<file path="src/rtl/char_sequencer_if.sv">
// Host write channel for the character sequencer's message buffer.
// The master appends one ASCII code per accepted valid/ready handshake.
interface char_sequencer_if;
    logic       wr_valid;
    logic [6:0] wr_char;
    logic       wr_ready;

    modport master (output wr_valid, output wr_char, input wr_ready);
    modport slave  (input wr_valid, input wr_char, output wr_ready);
endinterface

</file>
<file path="src/rtl/char_sequencer.sv">
// Steps through a buffered ASCII message and shows one glyph at a time.
// Outputs change only on the vsync falling edge, so a glyph never changes mid-frame.
module char_sequencer #(
    parameter int DEPTH           = 32,
    parameter int FRAMES_PER_CHAR = 30,
    parameter int X_START         = 144,
    parameter int Y_START         = 35,
    parameter int X_END           = 784,
    parameter int Y_END           = 515,
    parameter int CHAR_W          = 16,
    parameter int CHAR_H          = 16
) (
    input  logic                     pix_clk,
    input  logic                     rst,
    input  logic                     VS_in,
    char_sequencer_if.slave          wr_if,
    input  logic                     clear,
    input  logic                     start,
    input  logic                     stop,
    input  logic                     loop_en,
    output logic [6:0]               char_sel,
    output logic [9:0]               x_pos,
    output logic [9:0]               y_pos,
    output logic                     busy,
    output logic                     done,
    output logic [$clog2(DEPTH):0]   count
);
    localparam int AW = $clog2(DEPTH);
    localparam int CW = AW + 1;
    localparam int FW = $clog2(FRAMES_PER_CHAR + 1);

    localparam logic [9:0]    X_S    = 10'(X_START);
    localparam logic [9:0]    Y_S    = 10'(Y_START);
    localparam logic [10:0]   X_E    = 11'(X_END);
    localparam logic [10:0]   Y_E    = 11'(Y_END);
    localparam logic [10:0]   GW     = 11'(CHAR_W);
    localparam logic [10:0]   GH     = 11'(CHAR_H);
    localparam logic [FW-1:0] F_LAST = FW'(FRAMES_PER_CHAR - 1);
    localparam logic [CW-1:0] C_FULL = CW'(DEPTH);
    localparam logic [6:0]    BLANK  = 7'h20;

    typedef enum logic [1:0] {S_IDLE, S_SHOW, S_FINISH} state_t;

    state_t          r_state, w_state_next;
    logic            r_vs_prev;
    logic            w_tick;
    logic [6:0]      r_mem [DEPTH];
    logic [CW-1:0]   r_count, w_count_next;
    logic [AW-1:0]   r_rd_idx, w_rd_idx_next, w_rd_inc;
    logic [FW-1:0]   r_frame_cnt, w_frame_cnt_next;
    logic [6:0]      r_char, w_char_next;
    logic [9:0]      r_x, r_y, w_x_next, w_y_next;
    logic [9:0]      w_x_adv, w_y_adv;
    logic [10:0]     w_x_sum, w_y_sum;
    logic            w_wr_fire;
    logic            w_last;

    assign w_tick         = r_vs_prev & ~VS_in;
    assign wr_if.wr_ready = (r_state == S_IDLE) && (r_count < C_FULL) && !start && !clear;
    assign w_wr_fire      = wr_if.wr_valid && wr_if.wr_ready;
    assign w_rd_inc       = r_rd_idx + 1'b1;
    assign w_last         = ({1'b0, r_rd_idx} + 1'b1) >= r_count;

    // Next glyph cell: wrap to a new row when the following cell would overrun the line
    always_comb begin
        w_x_sum = {1'b0, r_x} + GW;
        w_y_sum = {1'b0, r_y} + GH;
        w_x_adv = w_x_sum[9:0];
        w_y_adv = r_y;
        if (w_x_sum + GW > X_E) begin
            w_x_adv = X_S;
            w_y_adv = (w_y_sum + GH > Y_E) ? Y_S : w_y_sum[9:0];
        end
    end

    always_comb begin
        w_state_next     = r_state;
        w_count_next     = r_count;
        w_rd_idx_next    = r_rd_idx;
        w_frame_cnt_next = r_frame_cnt;
        w_char_next      = r_char;
        w_x_next         = r_x;
        w_y_next         = r_y;
        case (r_state)
            S_IDLE: begin
                if (clear) begin
                    w_count_next = '0;
                end else begin
                    if (w_wr_fire) begin
                        w_count_next = r_count + 1'b1;
                    end
                    if (start && (r_count != '0)) begin
                        w_state_next     = S_SHOW;
                        w_rd_idx_next    = '0;
                        w_frame_cnt_next = '0;
                        w_char_next      = r_mem[0];
                        w_x_next         = X_S;
                        w_y_next         = Y_S;
                    end
                end
            end
            S_SHOW: begin
                if (stop) begin
                    w_state_next = S_IDLE;
                end else if (w_tick) begin
                    if (r_frame_cnt != F_LAST) begin
                        w_frame_cnt_next = r_frame_cnt + 1'b1;
                    end else begin
                        w_frame_cnt_next = '0;
                        if (!w_last) begin
                            w_rd_idx_next = w_rd_inc;
                            w_char_next   = r_mem[w_rd_inc];
                            w_x_next      = w_x_adv;
                            w_y_next      = w_y_adv;
                        end else if (loop_en) begin
                            w_rd_idx_next = '0;
                            w_char_next   = r_mem[0];
                            w_x_next      = X_S;
                            w_y_next      = Y_S;
                        end else begin
                            w_state_next = S_FINISH;
                        end
                    end
                end
            end
            S_FINISH: begin
                w_state_next = S_IDLE;
            end
            default: begin
                w_state_next = S_IDLE;
            end
        endcase
    end

    always_ff @(posedge pix_clk or negedge rst) begin
        if (!rst) begin
            r_state     <= S_IDLE;
            r_vs_prev   <= 1'b0;
            r_count     <= '0;
            r_rd_idx    <= '0;
            r_frame_cnt <= '0;
            r_char      <= BLANK;
            r_x         <= X_S;
            r_y         <= Y_S;
        end else begin
            r_state     <= w_state_next;
            r_vs_prev   <= VS_in;
            r_count     <= w_count_next;
            r_rd_idx    <= w_rd_idx_next;
            r_frame_cnt <= w_frame_cnt_next;
            r_char      <= w_char_next;
            r_x         <= w_x_next;
            r_y         <= w_y_next;
        end
    end

    // Message storage carries no reset; only entries below count are ever read
    always_ff @(posedge pix_clk) begin
        if (w_wr_fire) begin
            r_mem[r_count[AW-1:0]] <= wr_if.wr_char;
        end
    end

    assign char_sel = r_char;
    assign x_pos    = r_x;
    assign y_pos    = r_y;
    assign busy     = (r_state == S_SHOW);
    assign done     = (r_state == S_FINISH);
    assign count    = r_count;
endmodule

</file>
<file path="src/flat_wrapper.sv">
// flat-port wrapper written by rule: the top's interface ports become plain ports
module char_sequencer_flat 
#(
    parameter int DEPTH           = 32,
    parameter int FRAMES_PER_CHAR = 30,
    parameter int X_START         = 144,
    parameter int Y_START         = 35,
    parameter int X_END           = 784,
    parameter int Y_END           = 515,
    parameter int CHAR_W          = 16,
    parameter int CHAR_H          = 16
)
  (pix_clk, rst, VS_in, clear, start, stop, loop_en, char_sel, x_pos, y_pos, busy, done, count, wr_if_wr_valid, wr_if_wr_char, wr_if_wr_ready);
  char_sequencer_if wr_if_i ();
  input  logic pix_clk;
  input  logic rst;
  input  logic VS_in;
  input  logic clear;
  input  logic start;
  input  logic stop;
  input  logic loop_en;
  output logic [6:0] char_sel;
  output logic [9:0] x_pos;
  output logic [9:0] y_pos;
  output logic busy;
  output logic done;
  output logic [$clog2(DEPTH):0] count;
  input wire logic [$bits(wr_if_i.wr_valid)-1:0] wr_if_wr_valid;
  input wire logic [$bits(wr_if_i.wr_char)-1:0] wr_if_wr_char;
  output wire logic [$bits(wr_if_i.wr_ready)-1:0] wr_if_wr_ready;
  assign wr_if_i.wr_valid = wr_if_wr_valid;
  assign wr_if_i.wr_char = wr_if_wr_char;
  assign wr_if_wr_ready = wr_if_i.wr_ready;
  char_sequencer #(.DEPTH(DEPTH), .FRAMES_PER_CHAR(FRAMES_PER_CHAR), .X_START(X_START), .Y_START(Y_START), .X_END(X_END), .Y_END(Y_END), .CHAR_W(CHAR_W), .CHAR_H(CHAR_H)) u_core (.pix_clk(pix_clk), .rst(rst), .VS_in(VS_in), .wr_if(wr_if_i), .clear(clear), .start(start), .stop(stop), .loop_en(loop_en), .char_sel(char_sel), .x_pos(x_pos), .y_pos(y_pos), .busy(busy), .done(done), .count(count));
endmodule
</file>
<file path="config.mk">
export PLATFORM = sky130hd
export DESIGN_NAME = char_sequencer_flat
export DESIGN_NICKNAME = d
export VERILOG_FILES = /design/src/rtl/char_sequencer_if.sv /design/src/rtl/char_sequencer.sv /design/src/flat_wrapper.sv
export SDC_FILE = /design/constraint.sdc
export NUM_CORES = 1
export LEC_CHECK = 0
export CORE_ASPECT_RATIO = 0.8
export CORE_MARGIN = 1.5
export CORE_UTILIZATION = 25
export CTS_BUF_LIST = sky130_fd_sc_hd__clkbuf_4 sky130_fd_sc_hd__clkbuf_8
export CTS_CLUSTER_DIAMETER = 150
export CTS_CLUSTER_SIZE = 14
export DETAILED_ROUTE_END_ITERATION = 7
export GPL_TIMING_DRIVEN = 0
export SLEW_MARGIN = 25
export SYNTH_ARGS = -nofsm -noshare
export SYNTH_HDL_FRONTEND = slang
export SYNTH_SLANG_ARGS = --single-unit
</file>
<file path="constraint.sdc">
create_clock -name pix_clk -period 6.4 [get_ports pix_clk]
set_clock_uncertainty 0.2 [all_clocks]
set_input_delay 1.28 -clock pix_clk [delete_from_list [all_inputs] [get_ports pix_clk]]
set_output_delay 1.28 -clock pix_clk [all_outputs]
set_load 0.01 [all_outputs]
</file>
==> flow_summary.ini, run 1 <==
[run_status]
status = finished clean

[worst_setup_path]
crit_path_max_fanout = 10
cp.required_ns = 6.69
crit_arrival_ns = 4.91
worstSetupPathType = reg -> reg
critPathCaptureType = register
start_kind = register

[synth]
avgSynthCellArea_um2 = 17.1
netlist.area_leader.share_pct = 59.5
netlist_area_um2 = 11300
synth_edf_count = 224
ys.warnings.count = 0
synthTopCellsByArea = edfxtp_1 59%, mux4_2 14%, dfrtp_1 7.5%
ys_ff_latch = 263
synth_cell_types = 61
ys_async_sr_fraction_pct = 14.8
synthCells = 661
synth-main-ff-cell = edfxtp_1
seq_area_frac_synth_pct = 68.1
synth_area_leader_cell = edfxtp_1

[grt]
grtUsageTotal_pct = 11.3
antenna_found_initial = 0
grt_pass1_vias = 5919
grt_start_max_net_pins = 33
grt-ovfl-total = 0
grt_pass1_wl_um = 39000

[timing]
timing.setup.tns_ns = 0
slew_headroom_pct = 40.7
setup_viol = 0
finalCriticalPeriod_ns = 4.62
rsz0062_at_grt = no
setup_slack_ns = 1.78
slew_violations = 0
fmax_mhz = 217
timing.final.crit_share_pct = 72.2
worstMarginPinSlew_ns = 0.889
hold_viol_final = 0

[flow_run]
max-cap-violations = 0

[clock_network]
clkSlewWorstSetupHoldPaths_ns = 0.10
root_buffer = clkbuf_8
cts_made_buffers = 22
cts_tree = yes
ctsResizeCount = 0
cts_buffer_depth = 3
clkSinkCount = 263
post-cts-setup-buffers = 0
cts.htree.levels = 1
clk_latency_ns = 0.57
postCtsHoldBufs = 0

[layout]
layout.nets = 769
diodes = 0
mostFrequentLayoutCell = edfxtp_1
fillers = 4418
syn_to_final_growth_pct = 13.8
multi_input_area_um2 = 3330
layout_common_cells = 224 x edfxtp_1, 68 x mux4_2, 56 x nor2_1, 45 x nand2_1, 36 x clkdlybuf4s50_1
layout-drive-gt1-share_pct = 21.4
utilization_pct = 28.9
regArea_um2 = 7710

[place]
dpl.hpwl_um = 17600
gp_congestion = 0.801
port_buffers = 44
pre_cts_ws_ns = 1.87

[pwr]
ir_drop_uv = 105
swShare_pct = 25.3
power_frac_seq_pct = 58.7
p_per_area_nw_per_um2 = 259
power_frac_comb_pct = 14.1
power.total_uw = 3330
p_sw_uw = 843
power.leakage_uw = 0.00409
clockPowerShare_pct = 27.3
p_int_uw = 2490

[floorplanning]
die_width_um = 241
die_y_um = 193
rows = 69
initial_core_util_pct = 25.4
core_um2 = 44500
dieArea_um2 = 46500
pin_count = 51

[detailed_routing]
antenna_left = 0
detail_route.wl_per_cell_um = 19.3
drt-total-wl_um = 26000
drt_iter0_drc = 594
drt-vias-per-instance = 4.52
drc = 0
firstDrtPassIters = 5
num_vias = 6075

[hold_path]
hold_class = reg -> reg
[through the flow]
step,hold WS (ns),area (µm²),cells
2_1_floorplan,0.219,11300,666
3_3_place_gp,0.246,12500,1313
3_5_place_dp,0.247,12500,1314
4_1_cts,0.265,12900,1345
5_1_grt,0.299,12900,1345
6_report,0.265,12900,1345
[sequential cells by signal, indices dropped and copies added, names as in the netlist]
name and cells:
u_core.y_pos 7, u_core.r_state 2, u_core.r_vs_prev 1, u_core.r_rd_idx 5, u_core.r_frame_cnt 5, u_core.r_mem 224, u_core.count 6, u_core.x_pos 6
u_core.char_sel 7
[metal layers]
layer	GRT usage, %	routed length [µm]	vias up
met2	14.9	10600	227
met3	3.87	2500	26
met4	1.57	279	0
met5	0	0	-
met1	17.8	12600	3105
li1	-	-	2717
[final cells by class]
| cell class | instances | share of cell area (%) |
|---|---|---|
| sequential | 263 | 59.9 |
| multi-input combinational | 346 | 25.9 |
| tap | 603 | 5.86 |
| timing repair buffer | 45 | 3.26 |
| clock buffer | 29 | 2.76 |
| buffer | 30 | 1.47 |
| inverter | 27 | 0.787 |
| clock inverter | 2 | 0.107 |
[kinds of logic after synthesis]
| logic type | count (synthesis) | share of synthesized area (%) |
|---|---|---|
| simple gates | 155 | 6.48 |
| buf+inv | 57 | 2.57 |
| mux | 72 | 14.2 |
| other cells | 1 | 0.0331 |
| flops | 263 | 68.1 |
| xor+xnor | 16 | 1.44 |
| compound gates | 78 | 5.04 |
| fa+ha+maj | 19 | 2.10 |
[critical path: stages (launching register included)]
cell and delay [ns]:
dfrtp_1 0.43, ha_1 0.28, nand3_1 0.13, xor2_1 0.68, clkinv_1 0.50, ha_1 0.42
a21o_1 0.18, a211oi_1 0.22, a21boi_2 0.47, o31ai_1 0.22, a31oi_4 0.33, nand2b_1 0.23
o22ai_1 0.23
[cell usage after synthesis (4+ instances only)]
library cell,number
a31o_1,8
nor2_1,56
a21oi_1,9
nand2b_1,7
dfstp_2,5
nand2_1,45
ha_1,19
o21ai_1,10
nand3_1,16
nand4_1,6
o31ai_1,4
buf_2,10
o21ai_0,18
nor3_1,4
clkbuf_1,5
o22ai_1,4
buf_4,13
edfxtp_1,224
inv_1,26
xnor2_1,11
mux4_2,68
dfrtp_1,34
[final timing paths]
| path | start | endpoint | slack [ns] | depth (start not counted) |
|---|---|---|---|---|
| max | u_core.r_rd_idx[0] | u_core.x_pos[6] | 1.78 | 12 |
| min | u_core.r_state[1] | u_core.r_state[0] | 0.27 | 1 |
| max reg2reg | u_core.r_rd_idx[0] | u_core.x_pos[6] | 1.78 | 12 |
| min reg2reg | u_core.r_state[1] | u_core.r_state[0] | 0.27 | 1 |
| max in group asynchronous | rst | u_core.x_pos[4] | 5.06 | 2 |
| min in group asynchronous | rst | u_core.r_frame_cnt[3] | 0.41 | 1 |
[power by group through the flow]
stage	Clock, µW	Sequential [µW]	Combinational, µW
after floorplan	0	2000	248
after global placement	0	1990	468
after detailed placement	0	1990	472
after CTS	933	1950	473
after global routing	999	1960	512
final	908	1950	468
No activity file was read; power rests on OpenSTA's default activity.
==> run 2, diff against run 1 <==
==> constraint.sdc (replaced) <==
create_clock -name pix_clk -period 4.5 [get_ports pix_clk]
set_clock_uncertainty 0.2 [all_clocks]
set_input_delay 0.9 -clock pix_clk [delete_from_list [all_inputs] [get_ports pix_clk]]
set_output_delay 0.9 -clock pix_clk [all_outputs]
set_load 0.01 [all_outputs]
==> run 2 against run 1 <==
Total power is 42% higher. Sequential power is 43% higher. Cell count stayed put. Via count is 0.23% higher. Clock power is 42% higher. Worst setup slack worse by 1.4 ns. Final area is 0.15% higher. Maximum frequency is 12% higher. Global-route usage stayed put. First-iteration DRC count is 2.5% lower. Die area stayed put.
==> flow_summary.ini, run 2 (same netlist as run 1, synthesis figures left out) <==
[run_status]
status = finished clean

[floorplanning]
die_y_um = 193
core_um2 = 44500
dieArea_um2 = 46500
die_width_um = 241
pin_count = 51
rows = 69
initial_core_util_pct = 25.4

[clock_network]
clk_latency_ns = 0.57
clkSlewWorstSetupHoldPaths_ns = 0.10
root_buffer = clkbuf_8
cts.htree.levels = 1
postCtsHoldBufs = 0
cts_buffer_depth = 3
clkSinkCount = 263
cts_made_buffers = 22
cts_tree = yes

[timing]
setup_slack_ns = 0.361
setup_viol = 0
timing.final.crit_share_pct = 92.0
fmax_mhz = 242
slew_violations = 0
hold_viol_final = 0
finalCriticalPeriod_ns = 4.14
slew_headroom_pct = 40.9
timing.setup.tns_ns = 0
worstMarginPinSlew_ns = 0.886
rsz0062_at_grt = no

[grt]
antenna_found_initial = 0
grt_pass1_wl_um = 39000
grt_pass1_vias = 5919
grt_start_max_net_pins = 33
grtUsageTotal_pct = 11.3
grt-ovfl-total = 0

[pwr]
swShare_pct = 25.3
power_frac_comb_pct = 14.1
ir_drop_uv = 148
power.total_uw = 4730
p_per_area_nw_per_um2 = 367
clockPowerShare_pct = 27.2
power_frac_seq_pct = 58.7
p_int_uw = 3540
power.leakage_uw = 0.00409
p_sw_uw = 1200

[detailed_routing]
drc = 0
drt-vias-per-instance = 4.53
firstDrtPassIters = 5
detail_route.wl_per_cell_um = 19.3
drt_iter0_drc = 579
antenna_left = 0
num_vias = 6089
drt-total-wl_um = 26000

[layout]
layout-drive-gt1-share_pct = 21.6
utilization_pct = 28.9
design_area_um2 = 12900
layout.nets = 769
diodes = 0
mostFrequentLayoutCell = edfxtp_1
fillers = 4414
largest_reg_flops = 224
layout_common_cells = 224 x edfxtp_1, 68 x mux4_2, 56 x nor2_1, 45 x nand2_1, 36 x clkdlybuf4s50_1
syn_to_final_growth_pct = 14.0

[worst_setup_path]
worstSetupPathType = reg -> reg
critPathCaptureType = register
cp.required_ns = 4.79
start_kind = register
crit_path_max_fanout = 10
crit_arrival_ns = 4.43

[place]
port_buffers = 44
pre_cts_ws_ns = -0.0296
dpl.hpwl_um = 17600
place_area_um2 = 12500
gp_congestion = 0.801

[flow_run]
max-cap-violations = 0

[hold_path]
hold_class = in -> async
==> run 2: cell counts in the layout (fill, tap and decap cells not counted) <==
Identical to the previous run, type by type.
==> run 2: power groups by stage <==
stage	Combinational, µW	Clock [µW]	Sequential (µW)
6_report	665	1290	2780
5_1_grt	728	1420	2790
4_1_cts	673	1330	2780
3_5_place_dp	671	0	2830
3_3_place_gp	666	0	2840
2_1_floorplan	353	0	2840
==> run 2: layer usage <==
| metal | share of wire (%) | wire length, µm | GRT usage, % | up-vias |
|---|---|---|---|---|
| li1 | - | - | - | 2716 |
| met1 | 49 | 12700 | 17.8 | 3148 |
| met2 | 41 | 10600 | 14.9 | 201 |
| met3 | 9.2 | 2390 | 3.87 | 24 |
| met4 | 1.1 | 281 | 1.57 | 0 |
| met5 | 0 | 0 | 0 | - |
==> run 2: worst paths after layout <==
| path | slack, ns | endpoint | cells past startpoint | from |
|---|---|---|---|---|
| setup / recovery | 0.36 | u_core.x_pos[6] | 12 | u_core.r_rd_idx[1] |
| hold / removal | 0.03 | u_core.r_frame_cnt[3] | 1 | rst |
| setup reg to reg | 0.36 | u_core.x_pos[6] | 12 | u_core.r_rd_idx[1] |
| hold reg to reg | 0.27 | u_core.r_state[0] | 1 | u_core.r_state[1] |
| max in group asynchronous | 3.54 | u_core.x_pos[4] | 2 | rst |
| min in group pix_clk | 0.27 | u_core.r_state[0] | 1 | u_core.r_state[1] |
==> run 2: final cells by class <==
class	instances	area, µm²	share of cell area [%]
Tap cell	603	754	5.85
Inverter	27	101	0.786
Buffer	30	189	1.47
Sequential cell	263	7710	59.8
Timing Repair Buffer	45	420	3.26
Multi-Input combinational cell	346	3350	26.0
Clock inverter	2	13.8	0.107
Clock buffer	29	355	2.76
==> run 2: critical path: stages, from the launching register on <==
cell and delay (ns):
dfrtp_1 0.42, ha_1 0.29, nand3_1 0.20, xor2_4 0.35
clkinv_1 0.33, ha_1 0.38, a21o_1 0.18, a211oi_1 0.22
a21boi_2 0.47, o31ai_1 0.22, a31oi_4 0.33, nand2b_1 0.23
o22ai_1 0.23
==> run 2: through the flow <==
step / hold WS (ns) / std cells
after CTS: 0.0206 / 1345
after global routing: 0.0224 / 1345
after global placement: 0.246 / 1313
after floorplan: 0.219 / 666
final: 0.0251 / 1345
after detailed placement: 0.247 / 1314
==> run 2: repair_timing <==
item	4_1_cts	5_1_grt
hold endpoints to repair	0	0
setup buffers	0	0
gates resized for setup	1	1
setup endpoints to repair	12	12
==> run 3, diff against run 2 <==
--- a/config.mk
+++ b/config.mk
@@ -7,12 +7,13 @@
 export LEC_CHECK = 0
 export CORE_ASPECT_RATIO = 0.8
 export CORE_MARGIN = 1.5
-export CORE_UTILIZATION = 25
+export CORE_UTILIZATION = 63
 export CTS_BUF_LIST = sky130_fd_sc_hd__clkbuf_4 sky130_fd_sc_hd__clkbuf_8
 export CTS_CLUSTER_DIAMETER = 150
 export CTS_CLUSTER_SIZE = 14
 export DETAILED_ROUTE_END_ITERATION = 7
 export GPL_TIMING_DRIVEN = 0
+export PLACE_DENSITY = 0.83
 export SLEW_MARGIN = 25
 export SYNTH_ARGS = -nofsm -noshare
 export SYNTH_HDL_FRONTEND = slang
==> run 3 against run 2 <==
Via count grew 3.7%. Critical endpoint unchanged. Die area shrank 60%. Largest cell class unchanged. Register-to-register slack gained 0.09 ns. Total power grew 0.92%. Maximum frequency grew 2.3%. Non-clock buffer count is the same. Highest routed layer unchanged. Sequential share of layout area grew 2.0 points. Core utilization grew 43 points.
==> flow_summary.ini, run 3 (same netlist as run 1, synthesis figures left out) <==
[run_status]
status = finished clean

[timing]
rsz0062_at_grt = no
hold_viol_final = 0
setup_slack_ns = 0.454
slew_headroom_pct = 48.7
slew_violations = 0
timing.setup.tns_ns = 0
setup_viol = 0
timing.final.crit_share_pct = 89.9
finalCriticalPeriod_ns = 4.05
worstMarginPinSlew_ns = 0.766
fmax_mhz = 247

[worst_setup_path]
crit_path_max_fanout = 10
cp.required_ns = 4.76
cp_slowest_cell = dfrtp_1
cp_num_buf_inv = 1
worstPathCellList = ha_1, nand3_1, xor2_2, clkinv_1, ha_1, a21o_1, a211oi_1, a21boi_2, o31ai_1, a31oi_4, nand2b_1, o22ai_1
critPathCaptureType = register
crit_arrival_ns = 4.31
start_kind = register
cpPeakStageDelay_ns = 0.43
crit_family = compound AO/OA/AOI/OAI gates
cp_common_cell = ha_1
worstSetupPathType = reg -> reg

[clock_network]
clk_latency_ns = 0.55
clkSlewWorstSetupHoldPaths_ns = 0.10
clkSinkCount = 263
post-cts-setup-buffers = 0
cts_buffer_depth = 3
postCtsHoldBufs = 0
ctsResizeCount = 0
cts_made_buffers = 22
cts.htree.levels = 1
cts_tree = yes
root_buffer = clkbuf_8

[floorplanning]
pin_count = 51
die_width_um = 153
die_y_um = 123
dieArea_um2 = 18800
rows = 43
core_um2 = 17400
initial_core_util_pct = 64.9

[grt]
grt_start_max_net_pins = 33
grt_pass1_vias = 6254
grtUsageTotal_pct = 27.1
grt-ovfl-total = 0
antenna_found_initial = 0
grt_pass1_wl_um = 37200

[layout]
layout-drive-gt1-share_pct = 22.5
design_area_um2 = 12500
fillers = 1058
layout_common_cells = 224 x edfxtp_1, 68 x mux4_2, 56 x nor2_1, 45 x nand2_1, 36 x clkdlybuf4s50_1
diodes = 0
utilization_pct = 71.6
largest_reg_flops = 224
syn_to_final_growth_pct = 10.3
layout.nets = 769
mostFrequentLayoutCell = edfxtp_1

[place]
dpl.hpwl_um = 17000
place_area_um2 = 12000
port_buffers = 44
pre_cts_ws_ns = 0.355
gp_congestion = 0.846

[detailed_routing]
drt-total-wl_um = 24500
drt-vias-per-instance = 6.47
antenna_left = 0
num_vias = 6314
drt_iter0_drc = 671
detail_route.wl_per_cell_um = 25.1
drc = 0
firstDrtPassIters = 5

[hold_path]
hold_class = in -> async

[pwr]
p_per_area_nw_per_um2 = 383
power.total_uw = 4780
power.leakage_uw = 0.00413
ir_drop_uv = 349

[flow_run]
max-cap-violations = 0
==> run 3: cell count changes in the layout (fill, tap and decap cells not counted), sizes merged <==
cell and change:
clkbuf +9
==> run 3: area by class of cell <==
type                    instances  area, µm²  area share (%)
multi-input cells             346       3340            26.8
well taps                     225        282            2.26
inverters                      27        101           0.812
clock inverters                 2       13.8           0.110
flip-flops and latches        263       7710            61.8
repair buffers                 45        420            3.37
clock buffers                  38        423            3.39
plain buffers                  30        189            1.51
==> run 3: layer usage <==
| metal | global-route usage (%) | share of wire [%] | vias up |
|---|---|---|---|
| met5 | 0 | 0 | - |
| li1 | - | - | 2725 |
| met4 | 7.27 | 2.5 | 0 |
| met3 | 4.38 | 8.7 | 48 |
| met2 | 44.4 | 48 | 339 |
| met1 | 38.8 | 40 | 3202 |
==> run 3: metrics by stage <==
step	hold slack (ns)	std cells
floorplan	0.219	666
global placement	0.243	935
detailed placement	0.271	936
CTS	0.0178	976
global route	0.0383	976
finish	0.0231	976
==> run 3: path summary, 6_finish.rpt <==
kind / from / end / cells past startpoint / slack (ns)
max: u_core.r_rd_idx[0] / u_core.x_pos[6] / 12 / 0.45
min in group pix_clk: u_core.char_sel[5] / u_core.char_sel[5] / 2 / 0.29
max in group asynchronous: rst / u_core.x_pos[4] / 2 / 3.55
min reg2reg: u_core.char_sel[5] / u_core.char_sel[5] / 2 / 0.29
min: rst / u_core.count[0] / 1 / 0.02
max reg2reg: u_core.r_rd_idx[0] / u_core.x_pos[6] / 12 / 0.45
==> run 3: worst reg2reg max path: stages, from the launching register on <==
cell	delay, ns
dfrtp_1	0.43
ha_1	0.29
nand3_1	0.15
xor2_2	0.37
clkinv_1	0.36
ha_1	0.39
a21o_1	0.19
a211oi_1	0.22
a21boi_2	0.42
o31ai_1	0.20
a31oi_4	0.32
nand2b_1	0.23
o22ai_1	0.21
==> run 3: power by group <==
group	total, µW	switching (µW)	internal (µW)
clock network	1340	745	596
logic	655	346	309
registers	2780	65.2	2720
total	4780	1160	3620
